### config.mk
export PLATFORM = sky130hd
export DESIGN_NAME = uart_num_digitizer_flat
export DESIGN_NICKNAME = d
export VERILOG_FILES = /design/src/rtl/uart_num_digitizer_if.sv /design/src/rtl/uart_num_digitizer.sv /design/src/flat_wrapper.sv
export SDC_FILE = /design/constraint.sdc
export NUM_CORES = 1
export LEC_CHECK = 0
export BUFFER_PORTS_ARGS = -buffer_cell sky130_fd_sc_hd__buf_2
export CORE_MARGIN = 5
export CORE_UTILIZATION = 55
export DETAILED_ROUTE_END_ITERATION = 10
export PLACE_DENSITY_LB_ADDON = 0.2
export SETUP_SLACK_MARGIN = 0.4
export SYNTH_ARGS = -nofsm -noshare
export SYNTH_HDL_FRONTEND = slang
export SYNTH_SLANG_ARGS = --single-unit
### constraint.sdc
create_clock -name clk -period 2.81 [get_ports clk]
set_input_delay 0.1405 -clock clk [delete_from_list [all_inputs] [get_ports clk]]
set_output_delay 0.1405 -clock clk [all_outputs]
set_load 0.05 [all_outputs]
### src/rtl/uart_num_digitizer_if.sv
// Digitizer handshake bundle: start/value request side and digit/valid/ready/last stream side.
// Carries no state. Backpressure is the digit_valid/digit_ready pair.
// master drives requests and consumes digits; slave is the digitizer.
interface uart_num_digitizer_if #(
    parameter int WIDTH = 16
);
    logic             start;
    logic [WIDTH-1:0] value;
    logic             busy;
    logic [3:0]       digit;
    logic             digit_valid;
    logic             digit_ready;
    logic             last;

    modport master (
        output start, value, digit_ready,
        input  busy, digit, digit_valid, last
    );

    modport slave (
        input  start, value, digit_ready,
        output busy, digit, digit_valid, last
    );
endinterface

### src/rtl/uart_num_digitizer.sv
// Binary to decimal digits via double dabble, MSD first; UART_DIGITIZER_LZ_SUPPRESS_EN drops leading zeros.
// Latency: first digit valid WIDTH+2 cycles after the accepting start edge, then 1 digit/clk.
// Backpressure: digit/last held while digit_valid && !digit_ready; start ignored while busy.
module uart_num_digitizer #(
    parameter int WIDTH  = 16,
    parameter int DIGITS = 5
) (
    input  logic              clk,
    input  logic              rst,
    uart_num_digitizer_if.slave bus
);
    localparam int BW = 4 * DIGITS;
    localparam int CW = $clog2(WIDTH + 1);
    localparam int IW = (DIGITS > 1) ? $clog2(DIGITS) : 1;
    localparam int PW = WIDTH + 4 * DIGITS + 1;
    localparam logic [IW-1:0] TOP_IDX = IW'(DIGITS - 1);

    // 10^DIGITS must exceed the largest WIDTH-bit value or the top digit overflows.
    function automatic bit digits_fit();
        logic [PW-1:0] p;
        logic [PW-1:0] mx;
        p  = PW'(1);
        mx = '1;
        mx = mx >> (PW - WIDTH);
        for (int i = 0; i < DIGITS; i++) p = p * PW'(10);
        return p > mx;
    endfunction

    generate
        if (!digits_fit()) begin : g_digits_check
            $error("uart_num_digitizer: DIGITS too small for WIDTH");
        end
    endgenerate

    typedef enum logic [1:0] {IDLE, CONVERT, SCAN, EMIT} state_t;

    state_t          state, state_n;
    logic [WIDTH-1:0] sh, sh_n;
    logic [BW-1:0]    bcd, bcd_n, bcd_adj;
    logic [CW-1:0]    cnt, cnt_n;
    logic [IW-1:0]    idx, idx_n, lead_idx;
    logic [3:0]       sel_digit;
    logic             xfer;

    always_comb begin
        bcd_adj = bcd;
        for (int i = 0; i < DIGITS; i++) begin
            if (bcd[4*i +: 4] >= 4'd5) bcd_adj[4*i +: 4] = bcd[4*i +: 4] + 4'd3;
        end
    end

`ifdef UART_DIGITIZER_LZ_SUPPRESS_EN
    // Ascending scan so the highest nonzero nibble wins; all-zero falls back to digit 0.
    always_comb begin
        lead_idx = '0;
        for (int i = 0; i < DIGITS; i++) begin
            if (bcd[4*i +: 4] != 4'd0) lead_idx = IW'(i);
        end
    end
`else
    assign lead_idx = TOP_IDX;
`endif

    always_comb begin
        sel_digit = 4'd0;
        for (int i = 0; i < DIGITS; i++) begin
            if (idx == IW'(i)) sel_digit = bcd[4*i +: 4];
        end
    end

    assign bus.busy        = (state != IDLE);
    assign bus.digit_valid = (state == EMIT);
    assign bus.last        = (state == EMIT) && (idx == '0);
    assign bus.digit       = (state == EMIT) ? sel_digit : 4'd0;
    assign xfer            = bus.digit_valid && bus.digit_ready;

    always_comb begin
        state_n = state;
        sh_n    = sh;
        bcd_n   = bcd;
        cnt_n   = cnt;
        idx_n   = idx;
        case (state)
            IDLE: begin
                if (bus.start) begin
                    sh_n    = bus.value;
                    bcd_n   = '0;
                    cnt_n   = CW'(WIDTH);
                    idx_n   = '0;
                    state_n = CONVERT;
                end
            end
            CONVERT: begin
                {bcd_n, sh_n} = {bcd_adj, sh} << 1;
                cnt_n = cnt - 1'b1;
                if (cnt == CW'(1)) state_n = SCAN;
            end
            SCAN: begin
                idx_n   = lead_idx;
                state_n = EMIT;
            end
            EMIT: begin
                if (xfer) begin
                    if (idx == '0) state_n = IDLE;
                    else           idx_n   = idx - 1'b1;
                end
            end
            default: state_n = IDLE;
        endcase
    end

    always_ff @(posedge clk) begin
        if (rst) begin
            state <= IDLE;
            sh    <= '0;
            bcd   <= '0;
            cnt   <= '0;
            idx   <= '0;
        end else begin
            state <= state_n;
            sh    <= sh_n;
            bcd   <= bcd_n;
            cnt   <= cnt_n;
            idx   <= idx_n;
        end
    end
endmodule

### src/flat_wrapper.sv
// flat-port wrapper written by rule: the top's interface ports become plain ports
module uart_num_digitizer_flat 
#(
    parameter int WIDTH  = 16,
    parameter int DIGITS = 5
)
  (clk, rst, bus_start, bus_value, bus_digit_ready, bus_busy, bus_digit, bus_digit_valid, bus_last);
  uart_num_digitizer_if #(.WIDTH(WIDTH)) bus_i ();
  input  logic clk;
  input  logic rst;
  input wire logic [$bits(bus_i.start)-1:0] bus_start;
  input wire logic [$bits(bus_i.value)-1:0] bus_value;
  input wire logic [$bits(bus_i.digit_ready)-1:0] bus_digit_ready;
  output wire logic [$bits(bus_i.busy)-1:0] bus_busy;
  output wire logic [$bits(bus_i.digit)-1:0] bus_digit;
  output wire logic [$bits(bus_i.digit_valid)-1:0] bus_digit_valid;
  output wire logic [$bits(bus_i.last)-1:0] bus_last;
  assign bus_i.start = bus_start;
  assign bus_i.value = bus_value;
  assign bus_i.digit_ready = bus_digit_ready;
  assign bus_busy = bus_i.busy;
  assign bus_digit = bus_i.digit;
  assign bus_digit_valid = bus_i.digit_valid;
  assign bus_last = bus_i.last;
  uart_num_digitizer #(.WIDTH(WIDTH), .DIGITS(DIGITS)) u_core (.clk(clk), .rst(rst), .bus(bus_i));
endmodule
Word-level counts from Yosys, hierarchy flattened --
Cells that the tools add are included.
Word-level totals: bits in registers 46, input port bits 20, output and inout bits 7, word-level logic and storage cells 66
Operators by class: add/subtract/negate cells 7, $lt $le $gt $ge 5, eq/ne operators 13, muxes and demuxes 26, reductions and logical operators 10
Operator list (number):
- $mux 4 | 10
- $pmux 20 s2 | 1
- $pmux 16 s2 | 1
- $ge 4x3->1 const B | 5
- $mux 20 | 1
- $add 4x2->4 const B | 4
- $mux 16 | 1
- $mux 3 | 4
- $pmux 5 s2 | 1
- $pmux 3 s3 | 1
- $mux 2 | 4
- $ne 2x2->1 const B | 4
- $pmux 2 s4 | 1
- $reduce_and 4->1 | 2
- $eq 3x2->1 const B | 2
- $eq 5x1->1 const B | 1
- $mux 5 | 1
- $sub 5x1->5 const B | 1
- $eq 2x2->1 const B | 2
- $reduce_bool 2->1 | 2
- $add 3x2->3 const B | 1
- $eq 3x1->1 const B | 1
- $eq 3x3->1 const B | 1
- $logic_not 3->1 | 1
- other kinds (7) | 8

Depth between registers and ports, before layout --
depth in word-level cells 7, depth in mapped cells 8, mapped depth without buffers 6

Worst setup path before layout --
OpenSTA, ideal clock, no wires.
kind register -> output, start register u_core.state[0], end output bus_digit[0], data arrival time 2.062 ns, required time 2.670 ns, setup slack 0.608 ns, cell stages (with the launch flop) 5, buffers on the path 1, cells stage by stage dfxtp_1 > ha_1 > clkbuf_1 > o21ai_0 > a21oi_1
Between the ends: word-level cells in the longest chain between the ends 2
RTL lines:
- start: declaration | line uart_num_digitizer.sv:37 | state_t state, state_n;
- start signal: assignment | line uart_num_digitizer.sv:120 | state <= state_n;
- $eq 2x2->1
- net bus_digit_valid | line flat_wrapper.sv:16 | output wire logic [$bits(bus_i.digit_valid)-1:0] bus_digit_valid;
- $mux 4 | line uart_num_digitizer.sv:74 | assign bus.digit = (state == EMIT) ? sel_digit : 4'd0;
- end: declaration | line flat_wrapper.sv:15 | output wire logic [$bits(bus_i.digit)-1:0] bus_digit;
The timed path passes the listed nets, and every way through them passes these cells.

Worst setup path after layout --
start register u_core.idx[0], end output bus_digit[1]
Between the ends: word-level cells in the longest chain between the ends 7, elaborated cells on any way between the ends 11, classes of those cells eq/ne (4); mux (6); reduce/logical (1)
RTL lines:
- start: declaration | line uart_num_digitizer.sv:41 | logic [IW-1:0] idx, idx_n, lead_idx;
- start signal: assignment | line uart_num_digitizer.sv:124 | idx <= idx_n;
- $logic_not 3->1 | line uart_num_digitizer.sv:67 | if (idx == IW'(i)) sel_digit = bcd[4*i +: 4];
- $mux 4 (4 in series) | line uart_num_digitizer.sv:67
- $mux 4 (*) | line uart_num_digitizer.sv:67
- $mux 4 (*) | line uart_num_digitizer.sv:74
Every way passes the cells marked *; elsewhere a longest branch is shown, timed or not.

==> metrics list <==
* Total length of routed wires: around 5800 um
* Clock-pin slew on the worst setup and hold paths: roughly 100 ps
- For the pin with the worst max-slew slack, the measured transition is about 680 ps.
- After synthesis, the mean cell area works out to 8.82 sq um.
- By startpoint and endpoint, the worst setup path is classified as reg -> out.
- Run status: complete, no violations
- CTS buffer count: 5
* Library cell with the largest summed area after synthesis: dfxtp_1
- RSZ-0062 raised after global routing: no
- Commonest cells after routing, fill and taps aside: dfxtp_1 (46), nor2_1 (26), buf_2 (26)
- In the post-synthesis netlist, the biggest area contributors are dfxtp_1 (35%), ha_1 (10%), mux2i_1 (7.9%).
* Path type of the worst min-delay path: in -> reg
* Type of element capturing the critical path: output pin
- In the post-route analysis, the smallest setup slack over all paths is about 640 ps.
- Subtracting the final worst setup slack from the clock period gives between 2000 and 2500 ps.
- In this run the horizontal extent of the chip is around 80 um.
- Post-detail-place hpwl: between 4000 and 5000 um
- Family of cells with the greatest summed delay on the critical path: compound AO/OA/AOI/OAI gates
- Diodes inserted: 0
- Of the synthesized area, sequential elements account for 0.347.
* Post-synthesis to final-layout area growth: 9.61%
- On the critical path, the stage with the largest delay is an instance of ha_1.
* Number of synthesis warnings: 0
- Startpoint kind of the worst setup timing path: register
- H-tree lvl count: 2
- TritonCTS built the clock tree.
- Via count of the routed design: ~2200
- In this run the cell area of the synthesized design comes to ~2700 sq um.
- Clk sink count: 46
- Combined global-route utilization of all metal layers: 0.196
- The die covers 6320 sq um.
* Total power: 2420 uW
- The via count of the first global-routing pass was approximately 2100.
- Count of hold-fix buffers inserted at cts: 0
* Count of final setup violators: 0
* IR drop worst, VDD: 0.649 mV
* Arrival time at the worst endpoint: ~2000 ps
* Die Ht: between 70 and 80 um
- Leaving out fill and tap cells, the most frequent cell in the layout is dfxtp_1.
- Deepest clock path buffer count: 2
- DP Worst Slack: 704 ps
- Std-Cell Core Area: around 4700 sq um
- Summed over all cells, the static leakage comes to 0.00116 uW.
- Achievable frequency: 461 MHz
- Post-Syn Instances: 301
- Post-layout nets: around 370
- Average wire per cell in the routed design: ~15 um
- The congestion estimate from routability-driven global placement came to about 0.80.
* Vias per std cell: a little under 6
- In this run the post-CTS setup repair buffer count came out at 0.
- Highest fanout seen on the critical path: 7
- Ordered cell list for the critical path: inv_1 > ha_1 > nand2_1 > o21ai_0 > a22oi_1 > a21oi_1 > buf_2
* Library cells used by synthesis: 45
* Final antenna-violating net count: 0
- Of the cells placed in the final design, the portion with a size suffix greater than 1 is 0.139.
* Portion of synthesized cell area occupied by the leading cell type: 0.347
- Across the run, the number of max-cap violations was 0.
- Root buffer cell: clkbuf_8
* Post-CTS resize count: 0
- Adding up every negative setup slack in the final design gives 0 ps.
- Synthesis produced a netlist with a net count of ~340.
* Row Count: 25
- STA puts the critical path data required time at ~2700 ps.
- Final count of hold timing violations: 0
* Violation count after the first detailed-route iteration: around 160
- On the worst path, the slowest cell contributes a delay of 350 ps.
- On the final layout, the worst clock skew is roughly 5 ps.
* Wire length of the first global-routing pass: just under 10000 um
- Buffers placed on the I/O ports in this run total 26.
- Final cell count without fillers: 378
* DR DRC count: 0
- 27 I/O pins were placed.
- CP Buf/Inv Count: 2
- Counting flops and latches in the post-synthesis netlist gives 46.
* Worst relative slew slack: 0.543
* Clk_lat worst skew: roughly 320 ps
- Starting Density: 0.566
- Global routing finished with a remaining overflow of 0.
- Slew Viols, Final: 0
- Power density relative to cell area: roughly 830 nW/um^2
- The initial antenna violation count came to 0.
* Drt first pass iters: 4
- Entering global routing, the biggest net connects 31 pins.
- Instance count after placement with tap cells included: between 300 and 400
* Period utilization: 0.772
-- sequential cells by signal (all words and copies together), names as in the netlist --
name and count:
u_core.bcd 20, u_core.cnt 5, u_core.idx 3, u_core.sh 16, u_core.state 2
-- where the power goes --
| group | leakage (uW) | switching (uW) | internal [uW] |
|---|---|---|---|
| Combinational | 0.000743 | 669 | 413 |
| Clock | 0.0000408 | 257 | 178 |
| Sequential | 0.000376 | 105 | 797 |
-- Yosys cell counts (all sizes together) --
| master | number |
|---|---|
| and2b | 1 |
| o21ai | 18 |
| mux2i | 21 |
| a311oi | 1 |
| and3 | 1 |
| or2b | 1 |
| a211oi | 17 |
| nand4b | 2 |
| a2bb2oi | 1 |
| o31ai | 2 |
| dfxtp | 46 |
| a21oi | 23 |
| nor4b | 2 |
| nor2b | 3 |
| a211o | 1 |
| nand2 | 15 |
| or2 | 2 |
| a221oi | 1 |
| and2 | 1 |
| a22o | 10 |
| xnor2 | 6 |
| nor3b | 1 |
| or4b | 1 |
| nor3 | 3 |
| xor2 | 4 |
| o32ai | 1 |
| o41ai | 4 |
| a22oi | 5 |
| nand4 | 2 |
| buf | 7 |
| o31a | 1 |
| a32oi | 1 |
| mux2 | 1 |
| inv | 21 |
| ha | 22 |
| a31oi | 2 |
| nor2 | 27 |
| clkbuf | 8 |
| a31o | 3 |
| nand3b | 2 |
| nand2b | 7 |
| nand3 | 3 |
-- kinds of logic after synthesis --
group | share of synthesized area
AND/OR/NAND/NOR | 0.142
flip-flops | 0.347
buffers and inverters | 0.0542
adder cells (fa/ha/maj) | 0.104
multiplexers | 0.0834
AO/OA/AOI/OAI | 0.237
XOR/XNOR | 0.0330
-- path summary, 6_finish.rpt --
path / startpoint / endpoint / slack (ps) / cells past startpoint
max: u_core.idx[0]$_SDFFE_PP0P_ / bus_digit[1] / 640 / 7
min: bus_value[0] / u_core.sh[0]$_SDFFE_PP0P_ / 120 / 3
max reg2reg: u_core.state[1]$_SDFFE_PP0P_ / u_core.bcd[18]$_SDFFE_PP0P_ / 670 / 6
min reg2reg: u_core.sh[0]$_SDFFE_PP0P_ / u_core.sh[0]$_SDFFE_PP0P_ / 470 / 2
-- cell type report --
type / count / area [sq um]
Tap cell: 54 / 67.6
Clock inverter: 3 / 23.8
Sequential cell: 46 / 921
Multi-Input combinational cell: 219 / 1590
Timing Repair Buffer: 30 / 160
Inverter: 21 / 78.8
Fill cell: 406 / 1780
Clock buffer: 5 / 68.8
-- per-stage QoR --
| stage | area [sq um] | util | hold slack, ps |
|---|---|---|---|
| 6_report | 2910 | 0.621 | 117 |
| 5_1_grt | 2910 | 0.621 | 122 |
| 4_1_cts | 2910 | 0.621 | 113 |
| 3_5_place_dp | 2820 | 0.601 | 457 |
| 3_3_place_gp | 2820 | 0.601 | 449 |
| 2_1_floorplan | 2660 | - | 300 |
-- worst register-to-register path, stage by stage, from the launching register on --
cell and delay [ps]:
dfxtp_1 350, inv_1 110, ha_1 170, buf_4 370, nand2_1 280, nor2_1 590
a22o_1 220
-- routing by layer --
metal  share of wire  global-route usage  vias to the layer above
li1                -                   -                     1127
met3           0.053              0.0372                        7
met4           0.017              0.0876                        0
met2            0.45               0.313                       52
met1            0.48               0.255                     1047
met5               0                   0                        -
Note: power is estimated with default switching activity, not from simulation.
